==> src/rtl/run_detector_param_if.sv <==
// Serial-sample bus between a bit source and the run detector.
// The source drives the samples and controls; the detector returns its status.
interface run_detector_param_if #(
    parameter int RUN_W = 2,
    parameter int EVT_W = 8
);
    logic             data_in;
    logic             valid;
    logic             target;
    logic             mealy_mode;
    logic             overlap;
    logic             clear_cnt;
    logic             detect;
    logic [RUN_W-1:0] run_cnt;
    logic [EVT_W-1:0] evt_cnt;
    logic             evt_sat;

    modport master (
        output data_in, valid, target, mealy_mode, overlap, clear_cnt,
        input  detect, run_cnt, evt_cnt, evt_sat
    );

    modport slave (
        input  data_in, valid, target, mealy_mode, overlap, clear_cnt,
        output detect, run_cnt, evt_cnt, evt_sat
    );
endinterface

==> src/rtl/run_detector_param.sv <==
// Detects RUN_LEN consecutive valid samples equal to a runtime target bit,
// with Mealy/Moore output selection, overlap control and a saturating hit counter.
//
// state | meaning
// IDLE  | run_cnt == 0, no matching samples pending
// RUN   | 0 < run_cnt < RUN_LEN-1, partial run in progress
// ARMED | run_cnt == RUN_LEN-1, next matching sample is a hit
module run_detector_param #(
    parameter int RUN_LEN = 3,
    parameter int RUN_W   = 2,
    parameter int EVT_W   = 8
) (
    input  logic                 clk,
    input  logic                 reset,
    run_detector_param_if.slave  bus
);
    typedef enum logic [1:0] {IDLE, RUN, ARMED} state_t;

    localparam logic [RUN_W-1:0] ARM_CNT = RUN_W'(RUN_LEN - 1);
    localparam logic [EVT_W-1:0] EVT_MAX = '1;

    state_t           state;
    logic [RUN_W-1:0] run_cnt_q, run_cnt_d;
    logic             target_q, target_d;
    logic             detect_q;
    logic [EVT_W-1:0] evt_cnt_q, evt_cnt_d;
    logic             evt_sat_q, evt_sat_d;
    logic             match, tchg, hit;

    always_ff @(posedge clk) begin
        if (reset) begin
            run_cnt_q <= '0;
            target_q  <= 1'b0;
            detect_q  <= 1'b0;
            evt_cnt_q <= '0;
            evt_sat_q <= 1'b0;
        end else begin
            run_cnt_q <= run_cnt_d;
            target_q  <= target_d;
            detect_q  <= hit;
            evt_cnt_q <= evt_cnt_d;
            evt_sat_q <= evt_sat_d;
        end
    end

    // ARMED takes priority so RUN_LEN==1 (run_cnt pinned at 0) is always armed.
    always_comb begin
        state = RUN;
        if (run_cnt_q == ARM_CNT) begin
            state = ARMED;
        end else if (run_cnt_q == '0) begin
            state = IDLE;
        end
    end

    always_comb begin
        match     = bus.valid & (bus.data_in == bus.target);
        tchg      = bus.valid & (bus.target != target_q);
        hit       = (RUN_LEN == 1) ? match : (match & (state == ARMED) & ~tchg);
        run_cnt_d = run_cnt_q;
        target_d  = target_q;
        evt_cnt_d = evt_cnt_q;
        evt_sat_d = evt_sat_q;

        if (bus.valid) begin
            if (tchg) begin
                target_d  = bus.target;
                run_cnt_d = (match && (RUN_LEN > 1)) ? RUN_W'(1) : '0;
            end else if (!match) begin
                run_cnt_d = '0;
            end else if (hit) begin
                run_cnt_d = bus.overlap ? ARM_CNT : '0;
            end else begin
                run_cnt_d = run_cnt_q + RUN_W'(1);
            end
        end

        if (bus.clear_cnt) begin
            evt_cnt_d = '0;
            evt_sat_d = 1'b0;
        end else if (hit && !evt_sat_q) begin
            evt_cnt_d = evt_cnt_q + EVT_W'(1);
            evt_sat_d = (evt_cnt_d == EVT_MAX);
        end
    end

    assign bus.detect  = reset ? 1'b0 : (bus.mealy_mode ? hit : detect_q);
    assign bus.run_cnt = run_cnt_q;
    assign bus.evt_cnt = evt_cnt_q;
    assign bus.evt_sat = evt_sat_q;
endmodule
==> src/flat_wrapper.sv <==
// flat-port wrapper written by rule: the top's interface ports become plain ports
module run_detector_param_flat 
#(
    parameter int RUN_LEN = 3,
    parameter int RUN_W   = 2,
    parameter int EVT_W   = 8
)
  (clk, reset, bus_data_in, bus_valid, bus_target, bus_mealy_mode, bus_overlap, bus_clear_cnt, bus_detect, bus_run_cnt, bus_evt_cnt, bus_evt_sat);
  run_detector_param_if #(.RUN_W(RUN_W), .EVT_W(EVT_W)) bus_i ();
  input  logic clk;
  input  logic reset;
  input wire logic [$bits(bus_i.data_in)-1:0] bus_data_in;
  input wire logic [$bits(bus_i.valid)-1:0] bus_valid;
  input wire logic [$bits(bus_i.target)-1:0] bus_target;
  input wire logic [$bits(bus_i.mealy_mode)-1:0] bus_mealy_mode;
  input wire logic [$bits(bus_i.overlap)-1:0] bus_overlap;
  input wire logic [$bits(bus_i.clear_cnt)-1:0] bus_clear_cnt;
  output wire logic [$bits(bus_i.detect)-1:0] bus_detect;
  output wire logic [$bits(bus_i.run_cnt)-1:0] bus_run_cnt;
  output wire logic [$bits(bus_i.evt_cnt)-1:0] bus_evt_cnt;
  output wire logic [$bits(bus_i.evt_sat)-1:0] bus_evt_sat;
  assign bus_i.data_in = bus_data_in;
  assign bus_i.valid = bus_valid;
  assign bus_i.target = bus_target;
  assign bus_i.mealy_mode = bus_mealy_mode;
  assign bus_i.overlap = bus_overlap;
  assign bus_i.clear_cnt = bus_clear_cnt;
  assign bus_detect = bus_i.detect;
  assign bus_run_cnt = bus_i.run_cnt;
  assign bus_evt_cnt = bus_i.evt_cnt;
  assign bus_evt_sat = bus_i.evt_sat;
  run_detector_param #(.RUN_LEN(RUN_LEN), .RUN_W(RUN_W), .EVT_W(EVT_W)) u_core (.clk(clk), .reset(reset), .bus(bus_i));
endmodule
==> config.mk <==
export PLATFORM = sky130hd
export DESIGN_NAME = run_detector_param_flat
export DESIGN_NICKNAME = d
export VERILOG_FILES = /design/src/rtl/run_detector_param_if.sv /design/src/rtl/run_detector_param.sv /design/src/flat_wrapper.sv
export SDC_FILE = /design/constraint.sdc
export NUM_CORES = 1
export LEC_CHECK = 0
export BUFFER_PORTS_ARGS = -buffer_cell sky130_fd_sc_hd__buf_2
export CORE_UTILIZATION = 50
export DETAILED_ROUTE_END_ITERATION = 16
export PLACE_DENSITY = 0.87
export SYNTH_ARGS = -nofsm -noshare
export SYNTH_HDL_FRONTEND = slang
export SYNTH_SLANG_ARGS = --single-unit
==> constraint.sdc <==
create_clock -name clk -period 2 [get_ports clk]
set_input_delay 0.1 -clock clk [delete_from_list [all_inputs] [get_ports clk]]
set_output_delay 0.1 -clock clk [all_outputs]
set_load 0.05 [all_outputs]
==> impl_metrics.toml, run 1 <==
[timing]
period_minus_slack_ns = 1.874
finalSetupViolations = 0
clock_skew_ns = 0.003328
hold_violations = 0
relSlewSlack = 0.6547
finalMaxSlewViolations = 0
worst_pin_slew_ns = 0.5164
finalSetupTns_ns = 0
post-route-period-util = 0.9370
max_freq_mhz = 533.6
rsz0062_at_grt = "no"

[power]
power_frac_clock = 0.341
p_int_uw = 358.1
finalPower_uw = 484.6
p_per_area_nw_per_um2 = 540.2
pwr-share-comb = 0.111
switching_share = 0.2611
power_switching_uw = 126.5
power_frac_seq = 0.548
p_leak_uw = 0.0003382
peakVddDrop_mv = 0.4876

[routing]
wl_met1_um = 673
highest_layer = "met4"
ant_nets = 0
vias = 669
route.met2.wl_um = 733
drc = 0
first_pass_iters = 4
routed_via_density = 5.669
route.met3.wl_um = 99
routed_wl_um = 1533
post_drt_wl_per_cell_um = 12.99
drt_iter0_markers = 29

[layout]
diodes = 0
final_nets = 115
area_delta_synth_final_pct = 16.97
final_layout_size_suffix_gt1_frac = 0.2816

[synth]
netlist_top_cells_area = "dfxtp_1 (34%), a2111oi_4 (11%), xnor2_1 (9.1%)"
synth_xor_xnor_area_share = 0.1256
yosys_warnings = 0
syn_area_per_cell_um2 = 9.241
ys_seq_area_frac = 0.3393
ys.flop_type = "dfxtp_1"
synth_area_um2 = 767.0
netlist.area_leader.share = 0.3393
synth_compound_area_frac = 0.2235
async_flop_share = 0
netlist_instances = 83
synth-simple-area-share = 0.1958
synthMuxAreaShare = 0.02610
synth_seq_cells = 13
yosysTopAreaCell = "dfxtp_1"
synth_edf_count = 0
syn-num-nets = 94
synth_fa_ha_area_frac = 0.04894
synth_cell_types = 27
synth_top_family_by_area = "compound AO/OA/AOI/OAI gates"

[setup_path]
worstPathMaxFanout = 9
r2r_setup_slack_ns = 0.25
slowest_delay_ns = 0.49
required_ns = 1.90
critPathLaunchType = "flip-flop"
cp.arrival_ns = 1.77
path_cells = "or3_4 > a21oi_1 > mux2i_1 > nor2_1 > buf_2"
path_delay_family = "simple AND/OR/NAND/NOR gates"
criticalPathCategory = "flip-flop to primary output"
end_kind = "primary output"
cp.buffers_inverters = 1
worst_path_max_delay_cell = "or3_4"

[run]
drv_cap = 0

[grt]
grt_max_degree = 10
antenna_found_initial = 0
grt_pass1_wl_um = 2166
grt_pass1_vias = 504
track_usage = 0.2079
grt-ovfl-total = 0

[clocking]
h-tree-depth = 1
postCtsHoldBufs = 0
clk_pin_slew_worst_paths_ns = 0.08
numCtsBuffers = 3
clockBufferDepth = 2
cts_tree = "done"
cts-root-buf = "clkbuf_4"
insertion_delay_ns = 0.28
cts_resized = 1
cts.sinks = 13
post_cts_buffers = 0

[outcome]
status = "completed"

[floorplan]
core_area_um2 = 1366
die_h_um = 41.17
die_area_um2 = 1695
rows = 13
start_util = 0.5614
io_pins = 20
die_x_um = 41.17

[place]
port_buffers = 19
gp_congestion = 0.8588
post-dp-hpwl_um = 1121

[worst_hold_path]
min_path_type = "input pin to flip-flop"
==> power by group through the flow <==
| stage | registers (uW) | clock network (uW) | logic [uW] |
|---|---|---|---|
| after CTS | 265 | 175 | 53.4 |
| after global routing | 266 | 180 | 58.8 |
| after detailed placement | 272 | 0 | 51.7 |
| after floorplan | 279 | 0 | 29.6 |
| final | 266 | 165 | 53.8 |
| after global placement | 271 | 0 | 50.8 |
==> final cells by class <==
type / count / area [um2]
Timing Repair Buffer: 19 / 95.09
Fill cell: 124 / 469.2
Inverter: 3 / 11.26
Clock buffer: 4 / 26.28
Multi-Input combinational cell: 64 / 485.5
Sequential cell: 13 / 260.3
Tap cell: 15 / 18.77
==> cell usage in the layout (no fill, tap or decap), drive strengths merged <==
master and n:
or2 1, o21ai 2, or3 1, nand2 5, ha 3, xnor2 8
dfxtp 13, mux2i 2, a21o 1, a2111oi 3, a21oi 4, clkbuf 4
nor2b 1, nor3 2, nor2 12, nand3b 1, nand3 5, nand4 2
buf 19, xor2 3, nand2b 1, a32o 1, a211oi 5, and3 1
inv 3
==> flip-flops by register name (all words and copies together), names as in the netlist <==
signal / cells
u_core.bus.evt_cnt: 8
u_core.bus.evt_sat: 1
u_core.bus.run_cnt: 2
u_core.detect_q: 1
u_core.target_q: 1
==> cell usage after synthesis, types with 3 or more instances <==
master and n:
xnor2_1 8, ha_1 3, nor2_1 12, a2111oi_4 3, nand3_1 5, a21oi_1 3
inv_1 3, dfxtp_1 13, a211oi_1 5, xor2_1 3, nand2_1 5
==> metal layers <==
metal | GRT usage | up-vias
met3 | 0.08696 | 4
li1 | - | 330
met2 | 0.3320 | 26
met1 | 0.2351 | 309
met5 | 0 | -
met4 | 0.1048 | 0
==> final timing paths <==
check,from,end,cells after the start
max,u_core.target_q$_SDFFE_PP0P_,bus_detect,5
max reg2reg,u_core.bus.run_cnt[0]$_SDFFE_PP0P_,u_core.bus.evt_cnt[6]$_SDFFE_PP0P_,6
min reg2reg,u_core.bus.run_cnt[1]$_SDFFE_PP0P_,u_core.bus.run_cnt[1]$_SDFFE_PP0P_,2
min,reset,u_core.bus.run_cnt[1]$_SDFFE_PP0P_,2
==> per-stage QoR <==
step / hold slack (ns) / worst slack [ns] / utilization / cells / cell area, um2
2_1_floorplan: 0.1691 / 0.03322 / - / 83 / 767.0
3_3_place_gp: 0.3590 / 0.2925 / 0.6300 / 114 / 860.8
3_5_place_dp: 0.3624 / 0.2795 / 0.6300 / 114 / 860.8
4_1_cts: 0.05217 / 0.03541 / 0.6529 / 118 / 892.1
5_1_grt: 0.05926 / 0.04693 / 0.6566 / 118 / 897.1
6_report: 0.06543 / 0.1260 / 0.6566 / 118 / 897.1
==> cell families after synthesis <==
kind of cell | after synthesis
buffers and inverters | 6
xor gates and xnor gates | 11
adders and majority gates | 3
DFF | 13
AOI/OAI and AO/OA | 16
and+or+nand+nor | 32
muxes | 2
Note: power is estimated with default switching activity, not from simulation.
==> run 2: changes to the inputs <==
==> constraint.sdc (replaced) <==
create_clock -name clk -period 2 [get_ports clk]
set_input_delay 0.1 -clock clk [delete_from_list [all_inputs] [get_ports clk]]
set_output_delay 0.1 -clock clk [all_outputs]
set_load 0.01 [all_outputs]
==> impl_metrics.toml, run 2 (synthesis gave the netlist of run 1 again) <==
[outcome]
status = "completed"

[clocking]
clockBufferDepth = 2
cts_resized = 0
postCtsHoldBufs = 0
post_cts_buffers = 0
cts.sinks = 13
cts_tree = "done"
insertion_delay_ns = 0.28
clk_pin_slew_worst_paths_ns = 0.08
numCtsBuffers = 3
cts-root-buf = "clkbuf_4"
h-tree-depth = 1

[power]
power_switching_uw = 121.3
p_leak_uw = 0.0003365
power_frac_clock = 0.352
pwr-share-comb = 0.093
p_int_uw = 356.8
power_frac_seq = 0.555
peakVddDrop_mv = 0.3849
switching_share = 0.2536
p_per_area_nw_per_um2 = 538.9

[setup_path]
timing.rr.end = "u_core.bus.evt_cnt[4]$_SDFFE_PP0P_"
critPathLaunchType = "flip-flop"
worst_path_max_delay_cell = "or3_1"
slowest_delay_ns = 0.59
worstPathMaxFanout = 9
path_cells = "or3_1 > a21oi_1 > mux2i_1 > nor2_1 > buf_2"
end_kind = "primary output"
cp.arrival_ns = 1.79
criticalPathCategory = "flip-flop to primary output"
required_ns = 1.90
worst_r2r_path_depth = 6
r2r_setup_slack_ns = 0.24
reg2reg_from = "u_core.bus.run_cnt[0]$_SDFFE_PP0P_"

[routing]
drc = 0
routed_via_density = 5.551
post_drt_wl_per_cell_um = 12.81
ant_nets = 0
routed_wl_um = 1511
vias = 655
first_pass_iters = 2
drt_iter0_markers = 3

[worst_hold_path]
hold_end = "u_core.bus.run_cnt[1]$_SDFFE_PP0P_"
whs_path_depth = 2
min_path_type = "input pin to flip-flop"
hp-start = "reset"

[timing]
layout_setup_ws_ns = 0.1073
max_freq_mhz = 528.3
worst_pin_slew_ns = 0.5082
finalSetupViolations = 0
period_minus_slack_ns = 1.893
hold_violations = 0
rsz0062_at_grt = "no"
finalSetupTns_ns = 0
post-route-period-util = 0.9464
finalMaxSlewViolations = 0
relSlewSlack = 0.6602
clock_skew_ns = 0.002114
whs_ns = 0.06290

[place]
post-dp-hpwl_um = 1150
port_buffers = 19
place_ws_ns = 0.2590
gp_congestion = 0.8648

[floorplan]
die_h_um = 41.17
die_x_um = 41.17
die_area_um2 = 1695
start_util = 0.5614
io_pins = 20
rows = 13
core_area_um2 = 1366

[grt]
antenna_found_initial = 0
grt-ovfl-total = 0
grt_max_degree = 10
grt_pass1_wl_um = 2580
grt_pass1_vias = 606
track_usage = 0.2368

[layout]
mostFrequentLayoutCell = "buf_2"
diodes = 0
layout_common_cells = "buf_2 (19), dfxtp_1 (13), nor2_1 (12)"
fillCellCount = 122
final_nets = 115
final_layout_size_suffix_gt1_frac = 0.2621
area_delta_synth_final_pct = 15.66
largest_register_ffs = 8

[run]
drv_cap = 0
run 2: changes by cell type in the layout (fill, tap and decap cells not counted):
cell and delta:
nand3_2 -1, or3_4 -1, or3_1 +1, nand3_1 +1
run 2: worst max path at each step:
stage                                             from                                  to  slack [ns]  cells after the start
global placement    u_core.bus.run_cnt[0]$_SDFFE_PP0P_  u_core.bus.evt_cnt[4]$_SDFFE_PP0P_        0.27                      6
global route              u_core.target_q$_SDFFE_PP0P_                          bus_detect        0.02                      5
finish                    u_core.target_q$_SDFFE_PP0P_                          bus_detect        0.11                      5
floorplan           u_core.bus.run_cnt[1]$_SDFFE_PP0P_  u_core.bus.evt_cnt[6]$_SDFFE_PP0P_        0.37                      5
detailed placement  u_core.bus.run_cnt[0]$_SDFFE_PP0P_  u_core.bus.evt_cnt[2]$_SDFFE_PP0P_        0.26                      6
CTS                       u_core.target_q$_SDFFE_PP0P_                          bus_detect         0.1                      5
run 2: critical path, delay by kind of cell (launching register included):
kind / cells / cell delay (ns)
flops: 1 / 0.34
buf+inv: 1 / 0.13
simple gates: 2 / 0.67
compound gates: 1 / 0.27
mux: 1 / 0.10
run 2: layer usage:
metal | GRT usage | routed length, um | part of all wire
met1 | 0.2673 | 691 | 0.46
met2 | 0.4180 | 731 | 0.48
met3 | 0.08152 | 72 | 0.048
met4 | 0.06452 | 16 | 0.011
met5 | 0 | 0 | 0
run 2: power groups by stage:
stage | Combinational, uW | Clock [uW] | Sequential (uW)
after detailed placement | 44.3 | 0 | 271
after floorplan | 29.5 | 0 | 272
after global routing | 51.0 | 185 | 266
after CTS | 45.0 | 171 | 265
final | 44.5 | 168 | 265
after global placement | 42.7 | 0 | 271
run 2: stage by stage:
stage               std cells  power, uW  area, um2    util
detailed placement        114      315.8      860.8  0.6300
global placement          114      313.9      860.8  0.6300
finish                    118      478.1      887.1  0.6493
global route              118      502.0      887.1  0.6493
CTS                       118      481.3      887.1  0.6493
floorplan                  83      301.7      767.0       -
run 2: layout make-up:
class | instances | area, um2 | share of cell area
Sequential cell | 13 | 260.3 | 0.2934
Clock buffer | 4 | 26.28 | 0.02962
Multi-Input combinational cell | 64 | 475.5 | 0.5360
Tap cell | 15 | 18.77 | 0.02116
Inverter | 3 | 11.26 | 0.01269
Timing Repair Buffer | 19 | 95.09 | 0.1072
==> run 3: changes to the inputs <==
--- a/config.mk
+++ b/config.mk
@@ -8,7 +8,7 @@
 export BUFFER_PORTS_ARGS = -buffer_cell sky130_fd_sc_hd__buf_2
 export CORE_UTILIZATION = 50
 export DETAILED_ROUTE_END_ITERATION = 16
-export PLACE_DENSITY = 0.87
+export PLACE_DENSITY = 0.86
 export SYNTH_ARGS = -nofsm -noshare
 export SYNTH_HDL_FRONTEND = slang
 export SYNTH_SLANG_ARGS = --single-unit
==> impl_metrics.toml, run 3 (synthesis gave the netlist of run 1 again) <==
[setup_path]
critPathLaunchType = "flip-flop"
r2r_setup_slack_ns = 0.19
startpoint = "u_core.bus.run_cnt[0]$_SDFFE_PP0P_"
cp.buffers_inverters = 1
crit_end = "u_core.bus.evt_cnt[2]$_SDFFE_PP0P_"
path_cells = "inv_1 > ha_1 > nand3b_1 > a211oi_1 > xnor2_1 > nor2_1"
reg2reg_from = "u_core.bus.run_cnt[0]$_SDFFE_PP0P_"
end_kind = "flip-flop"
worstSetupPathDepth = 6
path_delay_family = "compound AO/OA/AOI/OAI gates"
worstPathMaxFanout = 7
timing.rr.end = "u_core.bus.evt_cnt[2]$_SDFFE_PP0P_"
criticalPathCategory = "flip-flop to flip-flop"
required_ns = 2.18
slowest_delay_ns = 0.48
worst_r2r_path_depth = 6
cp.arrival_ns = 1.99
worst_path_max_delay_cell = "a211oi_1"

[layout]
area_delta_synth_final_pct = 16.97
final_nets = 115
diodes = 0
mostFrequentLayoutCell = "buf_2"
final_layout_size_suffix_gt1_frac = 0.2816
largest_register_ffs = 8
multi_input_area_um2 = 485.5
regArea_um2 = 260.3
fillCellCount = 130
final_util = 0.6566
layout_common_cells = "buf_2 (19), dfxtp_1 (13), nor2_1 (12)"

[routing]
routed_wl_um = 1591
first_pass_iters = 4
highest_layer = "met4"
vias = 660
post_drt_wl_per_cell_um = 13.48
routed_via_density = 5.593
ant_nets = 0
route.met2.wl_um = 725
wl_met1_um = 724
route.met3.wl_um = 111
drt_iter0_markers = 18
drc = 0

[place]
post-dp-hpwl_um = 1177
place_ws_ns = 0.2247
gp_congestion = 0.8538
port_buffers = 19

[timing]
finalSetupViolations = 0
worst_pin_slew_ns = 0.5141
finalMaxSlewViolations = 0
relSlewSlack = 0.6563
hold_violations = 0
whs_ns = 0.07101
max_freq_mhz = 552.5
finalSetupTns_ns = 0
period_minus_slack_ns = 1.810
layout_setup_ws_ns = 0.1899
rsz0062_at_grt = "no"
post-route-period-util = 0.9050
clock_skew_ns = 0.0007943

[power]
power_switching_uw = 123.5
power_frac_clock = 0.351
power_frac_seq = 0.552
pwr-share-comb = 0.097
peakVddDrop_mv = 0.3008
p_leak_uw = 0.0003382
switching_share = 0.2565
p_int_uw = 357.9
p_per_area_nw_per_um2 = 536.6

[grt]
grt_pass1_wl_um = 2401
grt-ovfl-total = 0
grt_max_degree = 10
grt_pass1_vias = 556
track_usage = 0.2271
antenna_found_initial = 0

[clocking]
clockBufferDepth = 2
numCtsBuffers = 3
clk_pin_slew_worst_paths_ns = 0.08
cts-root-buf = "clkbuf_4"
cts_tree = "done"
insertion_delay_ns = 0.28
postCtsHoldBufs = 0
post_cts_buffers = 0
cts.sinks = 13
h-tree-depth = 1
cts_resized = 0

[outcome]
status = "completed"

[floorplan]
start_util = 0.5614
rows = 13
die_h_um = 41.17
die_area_um2 = 1695
core_area_um2 = 1366
die_x_um = 41.17
io_pins = 20

[worst_hold_path]
min_path_type = "input pin to flip-flop"

[run]
drv_cap = 0
[run 3: through the flow]
step           std cells  total power (uW)  area, um2
2_1_floorplan         83             301.7      767.0
3_3_place_gp         114             314.1      860.8
3_5_place_dp         114             316.2      860.8
4_1_cts              118             478.0      887.1
5_1_grt              118             501.7      897.1
6_report             118             481.4      897.1
[run 3: metal layers]
layer  global-route usage  vias up
met5                    0        -
met4               0.1452        0
met3              0.06522        4
met2               0.3789       27
met1               0.2484      297
li1                     -      332
[run 3: layout make-up]
class	instances	share of cell area
inverter	3	0.01255
tap	15	0.02092
multi-input combinational	64	0.5411
timing repair buffer	19	0.1060
clock buffer	4	0.02929
sequential	13	0.2901
[run 3: worst min-delay path by stage]
stage | start | endpoint | slack (ns) | depth (start not counted)
3_3_place_gp | reset | u_core.bus.run_cnt[1]$_SDFFE_PP0P_ | 0.36 | 2
2_1_floorplan | reset | u_core.bus.run_cnt[1]$_SDFFE_PP0P_ | 0.17 | 1
6_report | reset | u_core.bus.run_cnt[1]$_SDFFE_PP0P_ | 0.07 | 2
3_5_place_dp | reset | u_core.bus.run_cnt[1]$_SDFFE_PP0P_ | 0.36 | 2
5_1_grt | reset | u_core.bus.run_cnt[1]$_SDFFE_PP0P_ | 0.06 | 2
4_1_cts | reset | u_core.bus.run_cnt[1]$_SDFFE_PP0P_ | 0.06 | 2
[run 3: power groups by stage]
| stage | sequential [uW] | combinational [uW] | clock, uW |
|---|---|---|---|
| 2_1_floorplan | 272 | 29.5 | 0 |
| 3_3_place_gp | 271 | 42.9 | 0 |
| 3_5_place_dp | 271 | 44.8 | 0 |
| 4_1_cts | 265 | 44.9 | 168 |
| 5_1_grt | 267 | 51.5 | 183 |
| 6_report | 266 | 46.5 | 169 |
